==> src/rtl/click_to_sync_bridge_if.sv <==
// Bundle of the asynchronous request/ack pair and the synchronous
// valid/ready output port of click_to_sync_bridge.
interface click_to_sync_bridge_if #(
    parameter int unsigned DATA_WIDTH = 8
);
    logic                  inR;
    logic [DATA_WIDTH-1:0] inData;
    logic                  outA;
    logic                  out_valid;
    logic                  out_ready;
    logic [DATA_WIDTH-1:0] out_data;

    // Source/consumer side: drives request, bundled data and ready.
    modport master (
        output inR, inData, out_ready,
        input  outA, out_valid, out_data
    );

    // Bridge side.
    modport slave (
        input  inR, inData, out_ready,
        output outA, out_valid, out_data
    );
endinterface

==> src/rtl/click_to_sync_bridge.sv <==
// Boundary between a click-controlled (2-phase) pipeline and clocked logic.
// The toggle request is synchronized into clk, the bundled data is captured
// into a 2-entry FIFO, a 2-phase ack is returned, and the FIFO head is
// offered on a valid/ready port. A transfer counter tracks completed pops.
module click_to_sync_bridge #(
    parameter int unsigned DATA_WIDTH  = 8,
    parameter int unsigned SYNC_STAGES = 2,
    parameter int unsigned CNT_WIDTH   = 16
) (
    input  logic                     clk,
    input  logic                     rst,
    click_to_sync_bridge_if.slave    bus,
    output logic [1:0]               occupancy,
    output logic [CNT_WIDTH-1:0]     xfer_cnt
);

    typedef enum logic {
        SLOT_EMPTY = 1'b0,
        SLOT_FULL  = 1'b1
    } slot_e;

    logic [SYNC_STAGES-1:0] sync_q;
    logic                   req_sync;
    logic                   req_pending;
    logic                   req_seen_q, req_seen_d;
    logic                   outA_q, outA_d;
    logic                   wr_ptr_q, wr_ptr_d;
    logic                   rd_ptr_q, rd_ptr_d;
    slot_e                  slot_q [2];
    slot_e                  slot_d [2];
    logic [DATA_WIDTH-1:0]  mem_q [2];
    logic [DATA_WIDTH-1:0]  mem_d [2];
    logic [CNT_WIDTH-1:0]   cnt_q, cnt_d;
    logic                   push;
    logic                   pop;

    // Plain flop chain bringing inR into the clk domain.
    always_ff @(posedge clk or posedge rst) begin
        if (rst) begin
            sync_q <= '0;
        end else begin
            sync_q <= {sync_q[SYNC_STAGES-2:0], bus.inR};
        end
    end

    // Occupancy and push/pop qualification, all from registered state.
    always_comb begin
        req_sync    = sync_q[SYNC_STAGES-1];
        req_pending = req_sync ^ req_seen_q;
        occupancy   = {1'b0, slot_q[0] == SLOT_FULL} + {1'b0, slot_q[1] == SLOT_FULL};
        // Full check uses registered occupancy only: a same-cycle pop never
        // frees room for a push, keeping ready-to-push free of comb paths.
        push        = req_pending && (occupancy != 2'd2);
        pop         = (occupancy != 2'd0) && bus.out_ready;
    end

    // Next-state for slot FSMs, pointers, ack phase and transfer counter.
    always_comb begin
        slot_d     = slot_q;
        mem_d      = mem_q;
        wr_ptr_d   = wr_ptr_q;
        rd_ptr_d   = rd_ptr_q;
        req_seen_d = req_seen_q;
        outA_d     = outA_q;
        cnt_d      = cnt_q;
        if (pop) begin
            slot_d[rd_ptr_q] = SLOT_EMPTY;
            rd_ptr_d         = ~rd_ptr_q;
            cnt_d            = cnt_q + CNT_WIDTH'(1);
        end
        if (push) begin
            slot_d[wr_ptr_q] = SLOT_FULL;
            mem_d[wr_ptr_q]  = bus.inData;
            wr_ptr_d         = ~wr_ptr_q;
            req_seen_d       = req_sync;
            outA_d           = ~outA_q;
        end
    end

    // State registers; reset drops FIFO contents and any pending request.
    always_ff @(posedge clk or posedge rst) begin
        if (rst) begin
            slot_q[0]  <= SLOT_EMPTY;
            slot_q[1]  <= SLOT_EMPTY;
            mem_q[0]   <= '0;
            mem_q[1]   <= '0;
            wr_ptr_q   <= 1'b0;
            rd_ptr_q   <= 1'b0;
            req_seen_q <= 1'b0;
            outA_q     <= 1'b0;
            cnt_q      <= '0;
        end else begin
            slot_q     <= slot_d;
            mem_q      <= mem_d;
            wr_ptr_q   <= wr_ptr_d;
            rd_ptr_q   <= rd_ptr_d;
            req_seen_q <= req_seen_d;
            outA_q     <= outA_d;
            cnt_q      <= cnt_d;
        end
    end

    assign bus.outA      = outA_q;
    assign bus.out_valid = (occupancy != 2'd0);
    assign bus.out_data  = mem_q[rd_ptr_q];
    assign xfer_cnt      = cnt_q;

endmodule
==> src/flat_wrapper.sv <==
// flat-port wrapper written by rule: the top's interface ports become plain ports
module click_to_sync_bridge_flat 
#(
    parameter int unsigned DATA_WIDTH  = 8,
    parameter int unsigned SYNC_STAGES = 2,
    parameter int unsigned CNT_WIDTH   = 16
)
  (clk, rst, occupancy, xfer_cnt, bus_inR, bus_inData, bus_out_ready, bus_outA, bus_out_valid, bus_out_data);
  click_to_sync_bridge_if #(.DATA_WIDTH(DATA_WIDTH)) bus_i ();
  input  logic clk;
  input  logic rst;
  output logic [1:0] occupancy;
  output logic [CNT_WIDTH-1:0] xfer_cnt;
  input wire logic [$bits(bus_i.inR)-1:0] bus_inR;
  input wire logic [$bits(bus_i.inData)-1:0] bus_inData;
  input wire logic [$bits(bus_i.out_ready)-1:0] bus_out_ready;
  output wire logic [$bits(bus_i.outA)-1:0] bus_outA;
  output wire logic [$bits(bus_i.out_valid)-1:0] bus_out_valid;
  output wire logic [$bits(bus_i.out_data)-1:0] bus_out_data;
  assign bus_i.inR = bus_inR;
  assign bus_i.inData = bus_inData;
  assign bus_i.out_ready = bus_out_ready;
  assign bus_outA = bus_i.outA;
  assign bus_out_valid = bus_i.out_valid;
  assign bus_out_data = bus_i.out_data;
  click_to_sync_bridge #(.DATA_WIDTH(DATA_WIDTH), .SYNC_STAGES(SYNC_STAGES), .CNT_WIDTH(CNT_WIDTH)) u_core (.clk(clk), .rst(rst), .bus(bus_i), .occupancy(occupancy), .xfer_cnt(xfer_cnt));
endmodule
==> config.mk <==
export PLATFORM = sky130hd
export DESIGN_NAME = click_to_sync_bridge_flat
export DESIGN_NICKNAME = d
export VERILOG_FILES = /design/src/rtl/click_to_sync_bridge_if.sv /design/src/rtl/click_to_sync_bridge.sv /design/src/flat_wrapper.sv
export SDC_FILE = /design/constraint.sdc
export NUM_CORES = 1
export LEC_CHECK = 0
export CAP_MARGIN = 5
export CORE_MARGIN = 2
export CORE_UTILIZATION = 32
export DETAILED_ROUTE_END_ITERATION = 16
export PLACE_DENSITY = 0.52
export RECOVER_POWER = 25
export SYNTH_ARGS = -nofsm -noshare
export SYNTH_HDL_FRONTEND = slang
export SYNTH_SLANG_ARGS = --single-unit
==> constraint.sdc <==
create_clock -name clk -period 2.2 [get_ports clk]
set_input_delay 0.33 -clock clk [delete_from_list [all_inputs] [get_ports clk]]
set_output_delay 0.33 -clock clk [all_outputs]
set_load 0.02 [all_outputs]
==> reports/results.txt <==
Pin count of the biggest net entering global routing = 41
Worst hold path type = reg2reg
ANT cells = 0
Max Root-Sink Buffers = 2
Commonest non-fill, non-tap cell in the layout = dfrtp_1
Power density cells = 1440 mW/mm2
Worst EP arrival = 1.71 ns
Placement Cell Area = 0.00225 mm2
Final Hold Fails = 0
Crit path required time = 1.87 ns
Adder-cell area share of the yosys netlist = 2.13%
Max Clock Freq = 490 MHz
DRC = 0
Average cell area after synthesis = 13.7 um2
Worst VDD drop = 0.689 mV
Crit Path Max Fanout = 11
Core area = 0.00541 mm2
Tot GR Track Use = 11.5%
Synth top area share = 56.7%
Fin crit share = 92.8%
CP startpoint kind = flop
CTS tree = built
Initial antenna violation count = 0
WHS = 0.357 ns
Synth Cell Area = 0.00177 mm2
RSZ-0062 raised after global routing = false
Simple-gate share of the synthesized area = 11.9%
Mux cell area share after synthesis = 16.6%
Drt wl/cell = 13.1 um
GP Congestion = 0.779
Total Wirelength = 3260 um
Row Count = 27
Clk slew on worst S/H paths = 0.07 ns
DIE AREA = 0.00613 mm2
Skew final = 0.00329 ns
Worst-Margin Slew = 0.979 ns
Synth Net Count = 144
PortBufs = 39
Max Cap Viol = 0
Leading area contributor after synthesis = dfrtp_1
Setup bufs post-CTS = 0
Crit path kind = reg2out
Starting DRT DRC Count = 51
Starting Density = 32.7%
Finished Core Util = 43.9%
CTS root buf = clkbuf_8
Final setup vio count = 0
Dpl hpwl = 2320 um
Top post-synthesis cells by area = dfrtp_1, mux2_2, xor2_1
Post-synthesis sequential element count = 40
Synthesis Warnings = 0
GRT overflow = 0
Status = finished, final reports clean
Clk Latency, worst-skew pair = 0.28 ns
CTS H-tree lvls = 2
Num CTS Buffers = 5
Vias per inst = 4.63
Largest family of logic cells by synthesized area = multiplexers
Leak = 1.03 nW
Slew headroom = 34.7%
Compound-Gate Fraction of Synth Area = 0.709%
Clock sinks = 40
Most frequent cells in the layout = dfrtp_1, clkdlybuf4s50_1, mux2_2
Post-route ant nets = 0
Vias = 1,148
Fin Setup TNS = 0 ns
Gate Count Post-Synth = 129
Vias in the first global route = 1,211
Seq/Total Area, Yosys = 56.7%
Global-route wire length before repair = 5440 um
Area delta synth->final = 34.3%
Io pins = 40
Tot Pwr = 0.00342 W
Die W = 78.3 um
Synth Area in XOR/XNOR = 9.43%
Die Span Y = 78.3 um
Drt first pass iters = 4
Nets = 190
Max Slew Vio Count = 0
Fin crit period = 2.04 ns
Share of cells above drive strength 1 = 25.6%
Filler instances = 516
Cell variety after synth = 25
Final Cell Area = 0.00237 mm2
CP Capture Type = output pin
## synth_stat cells
cell type / n
xnor2_1: 9
dfrtp_1: 40
buf_2: 1
nand3_1: 3
a21o_1: 1
nand4_4: 2
clkbuf_8: 1
nor4_1: 4
a21oi_1: 1
nor2b_4: 1
nor2_1: 3
clkbuf_1: 1
nor3_1: 1
inv_1: 6
nor3_2: 1
and3_2: 1
nand2_1: 5
ha_1: 3
and2_1: 1
xor2_1: 10
nand4_1: 5
nand2b_1: 1
mux2_2: 26
and3_4: 1
or2_2: 1
## what timing repair did
item,4_1_cts,5_1_grt
resized for setup,0,1
hold buffers,0,0
endpoints found under the setup margin,0,8
## where the power goes
part | switching, W | internal, W | leakage [nW]
Clock | 0.000248 | 0.000400 | 0.0645
Sequential | 0.000239 | 0.00101 | 0.488
Combinational | 0.000677 | 0.000845 | 0.474
## final timing paths
path / startpoint / to / slack (ns) / cells past startpoint
hold / removal: u_core.sync_q[0]$_DFF_PP0_ / u_core.sync_q[1]$_DFF_PP0_ / 0.36 / 0
hold reg to reg: u_core.sync_q[0]$_DFF_PP0_ / u_core.sync_q[1]$_DFF_PP0_ / 0.36 / 0
setup reg to reg: u_core.slot_q[1]$_DFF_PP0_ / u_core.mem_q[2]$_DFFE_PP0P_ / 0.30 / 4
max in group asynchronous: rst / u_core.rd_ptr_q$_DFFE_PP0N_ / 0.74 / 3
setup / recovery: u_core.rd_ptr_q$_DFFE_PP0N_ / bus_out_data[1] / 0.16 / 2
min in group asynchronous: rst / u_core.xfer_cnt[15]$_DFFE_PP0N_ / 0.78 / 3
## cells by family (layout without fill, tap and decap cells)
| family | count (synthesis) | in the layout |
|---|---|---|
| AOI/OAI and AO/OA | 2 | 2 |
| xor gates and xnor gates | 19 | 19 |
| adders and majority gates | 3 | 3 |
| buffers and inverters | 9 | 56 |
| DFF | 40 | 40 |
| muxes | 26 | 26 |
| and+or+nand+nor | 30 | 30 |
## worst max-delay path: stages, from the launching register on
cell             delay (ns)
dfrtp_2                0.52
mux2_2                 0.37
clkdlybuf4s50_1        0.54
## flip-flops by register name, indices dropped and copies added, names as in the netlist
name	count
u_core.sync_q	2
u_core.req_seen_q	1
u_core.rd_ptr_q	1
u_core.mem_q	16
u_core.bus.outA	1
u_core.slot_q	2
u_core.xfer_cnt	16
u_core.wr_ptr_q	1
## final cells by class
cell class	instances	area, um2	share of cell area (%)
Clock inverter	1	30.0	1.27
Sequential cell	40	1000	42.3
Tap cell	72	90.1	3.80
Timing Repair Buffer	42	410	17.3
Inverter	6	22.5	0.950
Multi-Input combinational cell	80	719	30.3
Clock buffer	7	96.3	4.06
## per-stage QoR
stage,setup slack [ns],cells
floorplan,0.519,129
global placement,0.358,240
detailed placement,0.300,240
CTS,0.00639,248
global route,0.0864,248
finish,0.159,248
## layer usage
metal / global-route usage [%] / routed length (um)
met2: 19.6 / 1600
met4: 4.39 / 14
met1: 13.5 / 1430
met5: 0 / 0
met3: 3.79 / 208
(Power assumes the default switching activity.)
